File: config.mk
export PLATFORM = sky130hd
export DESIGN_NAME = instr_fetch_unit
export DESIGN_NICKNAME = d
export VERILOG_FILES = /design/src/rtl/instr_fetch_unit.sv
export SDC_FILE = /design/constraint.sdc
export NUM_CORES = 1
export LEC_CHECK = 0
export CORE_AREA = 2 2 129 106
export DETAILED_ROUTE_END_ITERATION = 6
export DIE_AREA = 0 0 131 108
export GPL_TIMING_DRIVEN = 1
export PLACE_DENSITY = 0.85
export SYNTH_ARGS = -nofsm -noshare
export SYNTH_HDL_FRONTEND = slang
export SYNTH_SLANG_ARGS = --single-unit
File: constraint.sdc
create_clock -name clk -period 4.77 [get_ports clk]
set_clock_uncertainty 0.1 [all_clocks]
set_input_delay 1.1925 -clock clk [delete_from_list [all_inputs] [get_ports clk]]
set_output_delay 1.1925 -clock clk [all_outputs]
set_load 0.02 [all_outputs]
File: src/rtl/instr_fetch_unit.sv
// ---------------------------------------------------------------------------
// instr_fetch_unit
//
// Purpose:
//   Instruction fetch stage. Walks a word-aligned program counter, issues
//   read requests to instruction memory, registers the returned word and
//   presents it to decode along with the address it came from. Downstream
//   control can hold the current instruction (stall) or steer the PC to a
//   new target (redirect). A redirect that arrives while a memory read is
//   still outstanding is remembered and applied once the read completes,
//   so a request is never abandoned mid-flight.
//
// Ports:
//   clk          single clock, all state updates on the rising edge
//   rst          synchronous active-low reset
//   imem_req     instruction-memory read request
//   imem_addr    word-aligned read address (the internal pc)
//   imem_ack     read complete, imem_rdata valid this cycle
//   imem_rdata   instruction word returned by memory
//   stall        decode/execute not ready, hold the current instruction
//   redirect     taken jump/branch from downstream control
//   redirect_pc  jump/branch target (low two bits are ignored)
//   instr        registered instruction word
//   opcode       instr[31:26]
//   funccode     instr[5:0]
//   pc_out       address the current instr was fetched from
//   pc_plus4     pc_out + 4, wrapping modulo 2^32
//   instr_valid  instr/opcode/funccode/pc_out valid for consumption
// ---------------------------------------------------------------------------
module instr_fetch_unit #(
    parameter logic [31:0] RESET_PC = 32'h0000_0000
) (
    input  logic        clk,
    input  logic        rst,
    output logic        imem_req,
    output logic [31:0] imem_addr,
    input  logic        imem_ack,
    input  logic [31:0] imem_rdata,
    input  logic        stall,
    input  logic        redirect,
    input  logic [31:0] redirect_pc,
    output logic [31:0] instr,
    output logic [5:0]  opcode,
    output logic [5:0]  funccode,
    output logic [31:0] pc_out,
    output logic [31:0] pc_plus4,
    output logic        instr_valid
);

    typedef enum logic [1:0] {
        RESET_WAIT,
        FETCH,
        ISSUE
    } state_t;

    // The pc must always be word aligned, so the reset value is masked too.
    localparam logic [31:0] RESET_PC_ALIGNED = RESET_PC & 32'hFFFF_FFFC;

    state_t      state;
    state_t      state_next;
    logic [31:0] pc;
    logic [31:0] pc_next;
    logic        pending;
    logic        pending_next;
    logic [31:0] pend_target;
    logic [31:0] pend_target_next;
    logic [31:0] instr_next;
    logic [31:0] pc_out_next;
    logic        valid_next;
    logic [31:0] redirect_aligned;

    assign redirect_aligned = redirect_pc & 32'hFFFF_FFFC;

    // State register. Reset parks the FSM in RESET_WAIT so that the first
    // request only goes out one cycle after reset is released, which also
    // swallows any late ack belonging to a request cut off by reset.
    always_ff @(posedge clk) begin
        if (!rst) begin
            state <= RESET_WAIT;
        end else begin
            state <= state_next;
        end
    end

    // Datapath registers: pc, pending redirect, and the issued instruction.
    always_ff @(posedge clk) begin
        if (!rst) begin
            pc          <= RESET_PC_ALIGNED;
            pending     <= 1'b0;
            pend_target <= 32'h0000_0000;
            instr       <= 32'h0000_0000;
            pc_out      <= 32'h0000_0000;
            instr_valid <= 1'b0;
        end else begin
            pc          <= pc_next;
            pending     <= pending_next;
            pend_target <= pend_target_next;
            instr       <= instr_next;
            pc_out      <= pc_out_next;
            instr_valid <= valid_next;
        end
    end

    // Next-state and next-value logic.
    // FETCH: hold the address until ack. If a redirect shows up before ack
    // it is latched (newest target wins); when ack finally arrives with a
    // redirect pending or present, the returned word belongs to the wrong
    // path and is dropped, and fetching restarts at the target.
    // ISSUE: redirect beats stall; otherwise stall holds everything and a
    // free cycle advances the pc by one word.
    always_comb begin
        state_next       = state;
        pc_next          = pc;
        pending_next     = pending;
        pend_target_next = pend_target;
        instr_next       = instr;
        pc_out_next      = pc_out;
        valid_next       = instr_valid;
        imem_req         = 1'b0;

        case (state)
            RESET_WAIT: begin
                state_next = FETCH;
            end

            FETCH: begin
                imem_req = 1'b1;
                if (imem_ack) begin
                    if (redirect) begin
                        pc_next      = redirect_aligned;
                        pending_next = 1'b0;
                    end else if (pending) begin
                        pc_next      = pend_target;
                        pending_next = 1'b0;
                    end else begin
                        instr_next  = imem_rdata;
                        pc_out_next = pc;
                        valid_next  = 1'b1;
                        state_next  = ISSUE;
                    end
                end else if (redirect) begin
                    pending_next     = 1'b1;
                    pend_target_next = redirect_aligned;
                end
            end

            ISSUE: begin
                if (redirect) begin
                    pc_next    = redirect_aligned;
                    valid_next = 1'b0;
                    state_next = FETCH;
                end else if (!stall) begin
                    pc_next    = pc + 32'd4;
                    valid_next = 1'b0;
                    state_next = FETCH;
                end
            end

            default: begin
                state_next = RESET_WAIT;
            end
        endcase
    end

    assign imem_addr = pc;
    assign opcode    = instr[31:26];
    assign funccode  = instr[5:0];
    assign pc_plus4  = pc_out + 32'd4;

endmodule

* Word level (Yosys, flattened, before mapping)
Index checks and enable logic that the tools add are counted.
** Storage, ports and cells
- Register bits after elaboration :: 130
- Bits of input ports :: 69
- Output and inout bits :: 142
- Word-level logic and storage cells :: 49
** Operators by class
- Add/subtract/negate cells :: 2
- Equal/unequal tests :: 7
- Mux-type cells :: 21
- Bitwise logic cells :: 3
- Reductions and logical operators :: 9
** Operators with widths (count)
- $mux 32 :: 5
- $add 32x3->32 const B :: 2
- $pmux 32 s2 :: 1
- $reduce_and 4->1 :: 3
- $mux 2 :: 5
- $mux 1 :: 8
- $ne 2x2->1 const B :: 3
- $ne 3x3->1 const B :: 2
- $pmux 2 s3 :: 1
- $reduce_and 5->1 :: 1
- $reduce_bool 2->1 :: 2
- $not 1->1 :: 3
- $reduce_and 3->1 :: 1
- $eq 2x1->1 const B :: 1
- $eq 2x2->1 const B :: 1
- $logic_not 2->1 :: 1
- $pmux 1 s2 :: 1
- $reduce_and 2->1 :: 1

* Longest topological paths before layout
Gate-level depths: netlist (run 1).
- Word-level depth :: 4
- Gate-level depth with buffers :: 8
- Gate-level depth less buffers :: 6

* Worst setup path after synthesis (run 1)
No wires, ideal clock.
- Kind :: flip-flop to output port
- Start :: reg pc_out[11]
- End :: out pc_plus4[27]
- Data arrival time :: 2.228 ns
- Required time :: 3.478 ns
- Path slack :: 1.249 ns
- Stages on the path, launching flop included :: 7
- Path buffers :: 1
- Cells stage by stage :: dfxtp_1 -> and4_4 -> nand2_2 -> or4_4 -> buf_6 -> or4_4 -> xnor2_2
** On the way
- Cells in the longest elaborated chain, start to end :: 1
** Ends and longest elaborated chain
- from (decl) :: RTL line 45 : output logic [31:0] pc_out,
- from (signal assigned) :: RTL line 99 : pc_out <= pc_out_next;
- $add 32x3->32 :: RTL line 168 : assign pc_plus4 = pc_out + 32'd4;
- to (decl) :: RTL line 46 : output logic [31:0] pc_plus4,
Every way passes these cells.

* Worst setup path after layout (run 1)
- Start :: reg pc_out[6]
- End :: out pc_plus4[27]
The elaborated chain is that of the path after synthesis.

==> results of run 1 <==
Yosys cell counts, drive strengths merged:
library cell    n  area share (%)
o22ai           5            0.50
and4            3            0.46
ha              2            0.40
nor2           41             2.5
nor2b           3            0.30
nand3          36             3.0
o22a            1            0.14
nor4            9             1.0
a221o           2            0.32
mux2i           5            0.80
dfxtp         126              40
clkbuf         56             3.4
xor2           14             2.0
buf            23             2.6
or2             1            0.10
nand4          14             1.6
o311a           3            0.48
nor4b           1            0.14
a221oi          6            0.84
o21a            4            0.48
o21ai          25             2.0
a211oi          5            0.60
conb            1           0.060
a31oi           8            0.80
and2            2            0.20
xnor2          23             3.3
o211ai          7            0.84
or4            13             1.7
nand2b          3            0.30
and3            8            0.80
nand2         242              15
a311oi          3            0.42
o31ai           3            0.36
a2111oi         2            0.28
nor3            9            0.88
inv            12            0.72
o32ai           2            0.28
a21oi         130              10
or3             3            0.32
cells by family (layout without fill, tap and decap cells):
logic type | count (synthesis) | in the layout
xor+xnor | 37 | 37
compound gates | 206 | 206
simple gates | 388 | 388
flops | 126 | 126
other cells | 1 | 6
fa+ha+maj | 2 | 2
buf+inv | 91 | 259
mux | 5 | 5
worst reg2reg max path, cell delays in order (launching register included):
cell,delay [ns]
dfxtp_1,0.54
ha_1,0.28
nand3_1,0.33
nor4_2,0.70
nand3_1,0.19
o311a_1,0.32
o22ai_1,0.15
stage by stage:
stage | area, µm² | hold slack (ns) | power (mW) | utilization, % | std cells
after floorplan | 6290 | 0.332 | 1.31 | - | 861
after global placement | 8260 | 0.338 | 1.46 | 64.9 | 1172
after detailed placement | 8260 | 0.344 | 1.46 | 64.9 | 1172
after CTS | 8850 | 0.351 | 2.73 | 69.5 | 1204
after global routing | 8850 | 0.367 | 2.81 | 69.5 | 1204
final | 8850 | 0.352 | 2.72 | 69.5 | 1204
report_power, final:
group / internal, mW / total, mW / switching, mW
combinational: 0.145 / 0.317 / 0.172
sequential: 1.09 / 1.13 / 0.0451
clock: 0.805 / 1.27 / 0.467
final cells by class:
cell class | count | area share, %
clock inverter | 11 | 1.30
timing repair buffer | 215 | 24.1
inverter | 12 | 0.523
tap | 175 | 2.47
multi-input combinational | 644 | 37.8
sequential | 126 | 28.5
clock buffer | 21 | 5.32
flip-flops by register name, summed over array words and instances, names as in the netlist:
signal	count
instr	32
state	2
instr_valid	1
pending	1
pend_target	30
pc_out	30
imem_addr	30
worst max path at each step:
stage	from	end	slack (ns)	cells after the start
floorplan	pc_out[11]	pc_plus4[27]	1.25	6
global placement	pc_out[11]	pc_plus4[27]	0.94	6
detailed placement	pc_out[11]	pc_plus4[27]	0.88	6
CTS	pc_out[11]	pc_plus4[27]	0.44	6
global route	pc_out[2]	pc_plus4[26]	0.32	6
finish	pc_out[6]	pc_plus4[27]	0.46	6
routing by layer:
layer / vias to the layer above / global-route usage (%) / part of all wire, %
met5: - / 0 / 0
li1: 3241 / - / -
met3: 27 / 6.09 / 9.4
met1: 3097 / 38.4 / 43
met4: 0 / 7.22 / 1.3
met2: 384 / 40.4 / 46
cells in the final DEF (no fill, tap or decap), drive strengths merged, types with 9 or more instances in the layout:
cell / synthesis / final
nand2: 242 / 242
clkdlybuf4s50: 0 / 202
a21oi: 130 / 130
dfxtp: 126 / 126
nor2: 41 / 41
nand3: 36 / 36
o21ai: 25 / 25
xnor2: 23 / 23
clkbuf: 56 / 21
xor2: 14 / 14
nand4: 14 / 14
buf: 23 / 13
or4: 13 / 13
inv: 12 / 11
nor4: 9 / 9
nor3: 9 / 9
==> results by group, run 1 <==
Run status
  • Run status: complete, no violations

Worst hold path
  • Min-Delay Path Class: flip-flop to flip-flop
  • Terminating pin of the worst hold path: pend_target[8]
  • Critical hold path startpoint: pend_target[8]
  • Number of cells traversed by the worst hold path: 2

Route
  • Remaining antenna violation count: 0
  • Via density: 5.61
  • Total number of vias: 6,749
  • Violation count after the first detailed-routing iteration: 746
  • Wire length reported by the detailed router: 19,400 µm
  • Wire per inst: 16.1 µm
  • Initial DRT Pass Iterations: 6
  • Final routed DRC violation total: 0

Synthesis
  • Area of the mapped netlist: 6270 µm²
  • Register bit total from synthesis: 126
  • Adder and majority cell fraction of the synthesized area: 0.399%
  • Post-Synth XOR/XNOR Area: 5.29%
  • Total number of yosys warnings: 0
  • Combinational family with the most area after synthesis: simple AND/OR/NAND/NOR gates
  • Share of the synthesized area in compound gates (AO/OA/AOI/OAI): 18.7%
  • Synthesized netlist cell count: 856
  • Sequential share of the synthesized area: 40.2%
  • Post-synthesis mux area share: 0.799%
  • Number of distinct library cell variants in the gate-level netlist after synthesis: 53
  • Avg Synthesized Cell Area: 7.32 µm²
  • Simple-gate area share of the yosys netlist: 27.7%

Clock network
  • Number of gates resized after CTS: 0
  • CTS tree: yes
  • CTS max path bufs: 2
  • Setup Fix Bufs, Post-CTS: 0
  • H-tree Lvls: 4
  • TritonCTS Sinks: 126
  • # hold bufs at CTS: 0
  • Clk Tree Root Cell: clkbuf_16
  • Insertion delay to the later sink of the worst-skew pair: 0.41 ns
  • Number of clock buffers inserted by TritonCTS: 17
  • Reg clk slew, reported paths: 0.06 ns

Finish
  • Antenna Diode Count: 0
  • Sequential standard cell area: 2520 µm²
  • Multi-input logic area: 3340 µm²
  • Share of layout cells above drive strength 1: 5.83%
  • Total Nets Final: 1,087
  • Area added between synthesis and finish: 41.2%
  • Filler cell count in the final layout: 1,046

Timing
  • Final Slew Violations: 0
  • Worst path setup slack after routing: 0.458 ns
  • Post-layout min period: 4.31 ns
  • Setup TNS: 0 ns
  • Fmax: 0.232 GHz
  • Slew at the pin closest to its max-slew limit: 0.880 ns
  • Setup repair after global routing missed its margin: false
  • Final period utilization: 90.4%
  • Hold Violations, Final: 0
  • Setup violations, final: 0
  • Slew HR: 41.3%

Worst setup path
  • Reg2reg setup slack: 2.09 ns
  • Required arrival time at the worst endpoint: 3.48 ns
  • Critical path data arrival time: 3.02 ns
  • Worst-path maximum fanout: 6
  • Kind of end point of the critical path: primary output
  • Startpoint class of the critical path: flip-flop
  • CP cell instances: and3_1 > nand3_2 > or4_4 > or4_4 > xnor2_2 > clkdlybuf4s50_1
  • Type of the worst setup path: flip-flop to primary output
  • Most repeated library cell on the critical path: or4_4
  • Master of the slowest instance on the critical path: clkdlybuf4s50_1
  • Startpoint of the lowest-slack register-to-register path: imem_addr[2]
  • Cells on worst reg2reg path: 6
  • Max incr delay on CP: 0.62 ns
  • Worst flop-to-flop path endpoint: imem_addr[28]
  • Worst path top cell family by delay: simple AND/OR/NAND/NOR gates
  • Crit path buf inv count: 1

Die
  • Floorplan core area: 12,700 µm²
  • Starting utilization of the core area: 49.2%
  • Count of standard-cell rows: 37
  • Die outline area: 14,100 µm²
  • Top-level I/O count: 211
  • Die extent in x: 131 µm
  • Die span in y: 108 µm

Pwr
  • Leak pwr: 2.94 nW
  • Power per Cell Area: 307 nW/µm²
  • Largest vdd supply drop: 0.258 mV

Place
  • Setup WS pre-CTS: 0.875 ns
  • Final weighted congestion in routability-driven placement: 0.884
  • Number of buffers inserted by port buffering: 202
  • HPWL reported at the end of detailed placement: 13,200 µm

GRT
  • First-pass GRT wire length: 30,000 µm
  • Initial antenna violation count: 0
  • Via count of the first global-routing pass: 5,842
  • Pin count of the biggest net entering global routing: 63
  • Remaining Overflow, GRT: 0
  • Global router's overall resource usage: 26.7%

Flow run
  • Maximum capacitance violations: 0
Power figures use the tool's default switching activity.
==> run 2: changes to the inputs <==
SLEW_MARGIN = 25   (was not set)
==> results of run 2 <==
Same layout as run 1: the final DEF is identical, and so are final timing and power.
==> run 3: changes to the inputs <==
CORE_AREA = 2 2 111 91   (was 2 2 129 106)
DIE_AREA = 0 0 113 93   (was 0 0 131 108)
DONT_BUFFER_PORTS = 1   (was not set)
PLACE_DENSITY = 0.83   (was 0.85)
==> run 3 against run 2 <==
  * The run now ends with DRC left
  * Clock power is essentially flat
  * Register-to-register slack lost 0.21 ns
  * Die area shrank 26%
  * Sequential cell count is the same
  * Routed wire length shrank 8.8%
  * Combinational power shrank 51%
  * Non-clock buffer count shrank 205
  * Critical endpoint is now pc_plus4[29]
  * Highest routed layer unchanged
==> results by group, run 3 (same netlist as run 1, synthesis figures left out) <==
Timing
  • Worst path setup slack after routing: 0.765 ns
  • Fmax: 0.250 GHz
  • Setup TNS: 0 ns
  • Final Slew Violations: 0
  • Post-layout min period: 4.00 ns
  • Hold Violations, Final: 0
  • Fin Hold WS: 0.356 ns
  • Setup violations, final: 0
  • Final period utilization: 84.0%
  • Slew at the pin closest to its max-slew limit: 0.916 ns
  • Setup repair after global routing missed its margin: false
  • Slew HR: 38.9%

GRT
  • First-pass GRT wire length: 27,200 µm
  • Global router's overall resource usage: 32.4%
  • Via count of the first global-routing pass: 5,478
  • Remaining Overflow, GRT: 0
  • Initial antenna violation count: 0
  • Pin count of the biggest net entering global routing: 76

Clock network
  • CTS max path bufs: 2
  • Number of clock buffers inserted by TritonCTS: 17
  • TritonCTS Sinks: 126
  • Number of gates resized after CTS: 0
  • H-tree Lvls: 4
  • Reg clk slew, reported paths: 0.05 ns
  • Setup Fix Bufs, Post-CTS: 0
  • Clk Tree Root Cell: clkbuf_16
  • Insertion delay to the later sink of the worst-skew pair: 0.41 ns
  • CTS tree: yes
  • # hold bufs at CTS: 0

Route
  • Total number of vias: 6,146
  • Via density: 6.53
  • Remaining antenna violation count: 0
  • Final routed DRC violation total: 16
  • Wire length reported by the detailed router: 17,700 µm
  • Wire per inst: 18.8 µm
  • Initial DRT Pass Iterations: 7
  • Violation count after the first detailed-routing iteration: 746

Worst setup path
  • Worst path top cell family by delay: simple AND/OR/NAND/NOR gates
  • Worst-path maximum fanout: 6
  • Kind of end point of the critical path: primary output
  • Worst flop-to-flop path endpoint: imem_addr[28]
  • Cells on worst reg2reg path: 6
  • Startpoint class of the critical path: flip-flop
  • Critical path data arrival time: 2.71 ns
  • Type of the worst setup path: flip-flop to primary output
  • Required arrival time at the worst endpoint: 3.48 ns
  • CP cell instances: and3_1 > nand3_2 > or4_4 > nor4_1 > xor2_1
  • Crit path buf inv count: 0
  • Startpoint of the lowest-slack register-to-register path: imem_addr[2]
  • Master of the slowest instance on the critical path: or4_4
  • Max incr delay on CP: 0.60 ns
  • Reg2reg setup slack: 1.88 ns

Flow run
  • Maximum capacitance violations: 0

Finish
  • Biggest register: instr
  • Share of layout cells above drive strength 1: 6.81%
  • Filler cell count in the final layout: 764
  • Leading cell type in the layout, fill and taps excluded: nand2_1
  • Number of flip-flops in the largest register: 32
  • Antenna Diode Count: 0
  • Util after Layout: 71.2%
  • Sequential standard cell area: 2520 µm²
  • Area added between synthesis and finish: 7.39%
  • Commonest cells after routing, fill and taps aside: nand2_1, a21oi_1, dfxtp_1
  • Non-Filler Instances: 941
  • Total Nets Final: 882
  • Multi-input logic area: 3360 µm²
  • Total non-filler cell area in the finished layout: 6730 µm²

Die
  • Floorplan core area: 9450 µm²
  • Count of standard-cell rows: 32
  • Starting utilization of the core area: 66.3%
  • Top-level I/O count: 211
  • Die outline area: 10,500 µm²
  • Die span in y: 93 µm
  • Die extent in x: 113 µm

Pwr
  • Final total power: 2.56 mW
  • Leak pwr: 2.21 nW
  • Power per Cell Area: 381 nW/µm²
  • Largest vdd supply drop: 0.360 mV

Worst hold path
  • Number of cells traversed by the worst hold path: 2
  • Terminating pin of the worst hold path: pend_target[18]
  • Critical hold path startpoint: pend_target[18]
  • Min-Delay Path Class: flip-flop to flip-flop

Place
  • Setup WS pre-CTS: 1.19 ns
  • Post-Place Cell Area: 6160 µm²
  • Number of buffers inserted by port buffering: 0
  • Final weighted congestion in routability-driven placement: 0.877
  • Cells after DPL: 911
  • HPWL reported at the end of detailed placement: 11,900 µm

Run status
  • Violations in the final reports: DRC
  • Run status: finished, violations left
run 3: cell count changes in the layout (fill, tap and decap cells not counted), sizes merged:
cell | previous run | this run
clkinvlp | 4 | 0
buf | 13 | 10
clkbuf | 21 | 22
inv | 11 | 12
clkdlybuf4s50 | 202 | 0
run 3: routing by layer:
metal | up-vias | part of all wire [%] | GRT usage, %
li1 | 2835 | - | -
met1 | 2825 | 39 | 41.7
met2 | 443 | 45 | 49.4
met3 | 43 | 14 | 12.1
met4 | 0 | 2.0 | 13.1
met5 | - | 0 | 0
run 3: layout make-up:
type	instances	area share, %
tap	119	2.21
multi-input combinational	644	49.9
timing repair buffer	10	1.30
clock buffer	22	7.05
clock inverter	8	1.34
sequential	126	37.5
inverter	12	0.706
run 3: worst max-delay path by stage:
stage | start | to | slack (ns) | depth (start not counted)
4_1_cts | pc_out[6] | pc_plus4[30] | 0.76 | 5
2_1_floorplan | pc_out[11] | pc_plus4[27] | 1.25 | 6
5_1_grt | pc_out[3] | pc_plus4[30] | 0.62 | 5
6_report | pc_out[6] | pc_plus4[29] | 0.77 | 5
3_5_place_dp | pc_out[6] | pc_plus4[30] | 1.19 | 5
3_3_place_gp | pc_out[6] | pc_plus4[27] | 1.25 | 5
run 3: report_power, final:
group          internal (mW)  switching (mW)  leakage, nW
clock network          0.798           0.442        0.285
registers               1.09          0.0817         1.02
logic                 0.0496           0.104        0.901
run 3: worst reg2reg max path, stage by stage (launching register included):
cell and delay, ns:
dfxtp_1 0.67, ha_1 0.34, nand3_1 0.30, nor4_2 0.73, nand3_1 0.19, o311a_1 0.33
o22ai_1 0.15
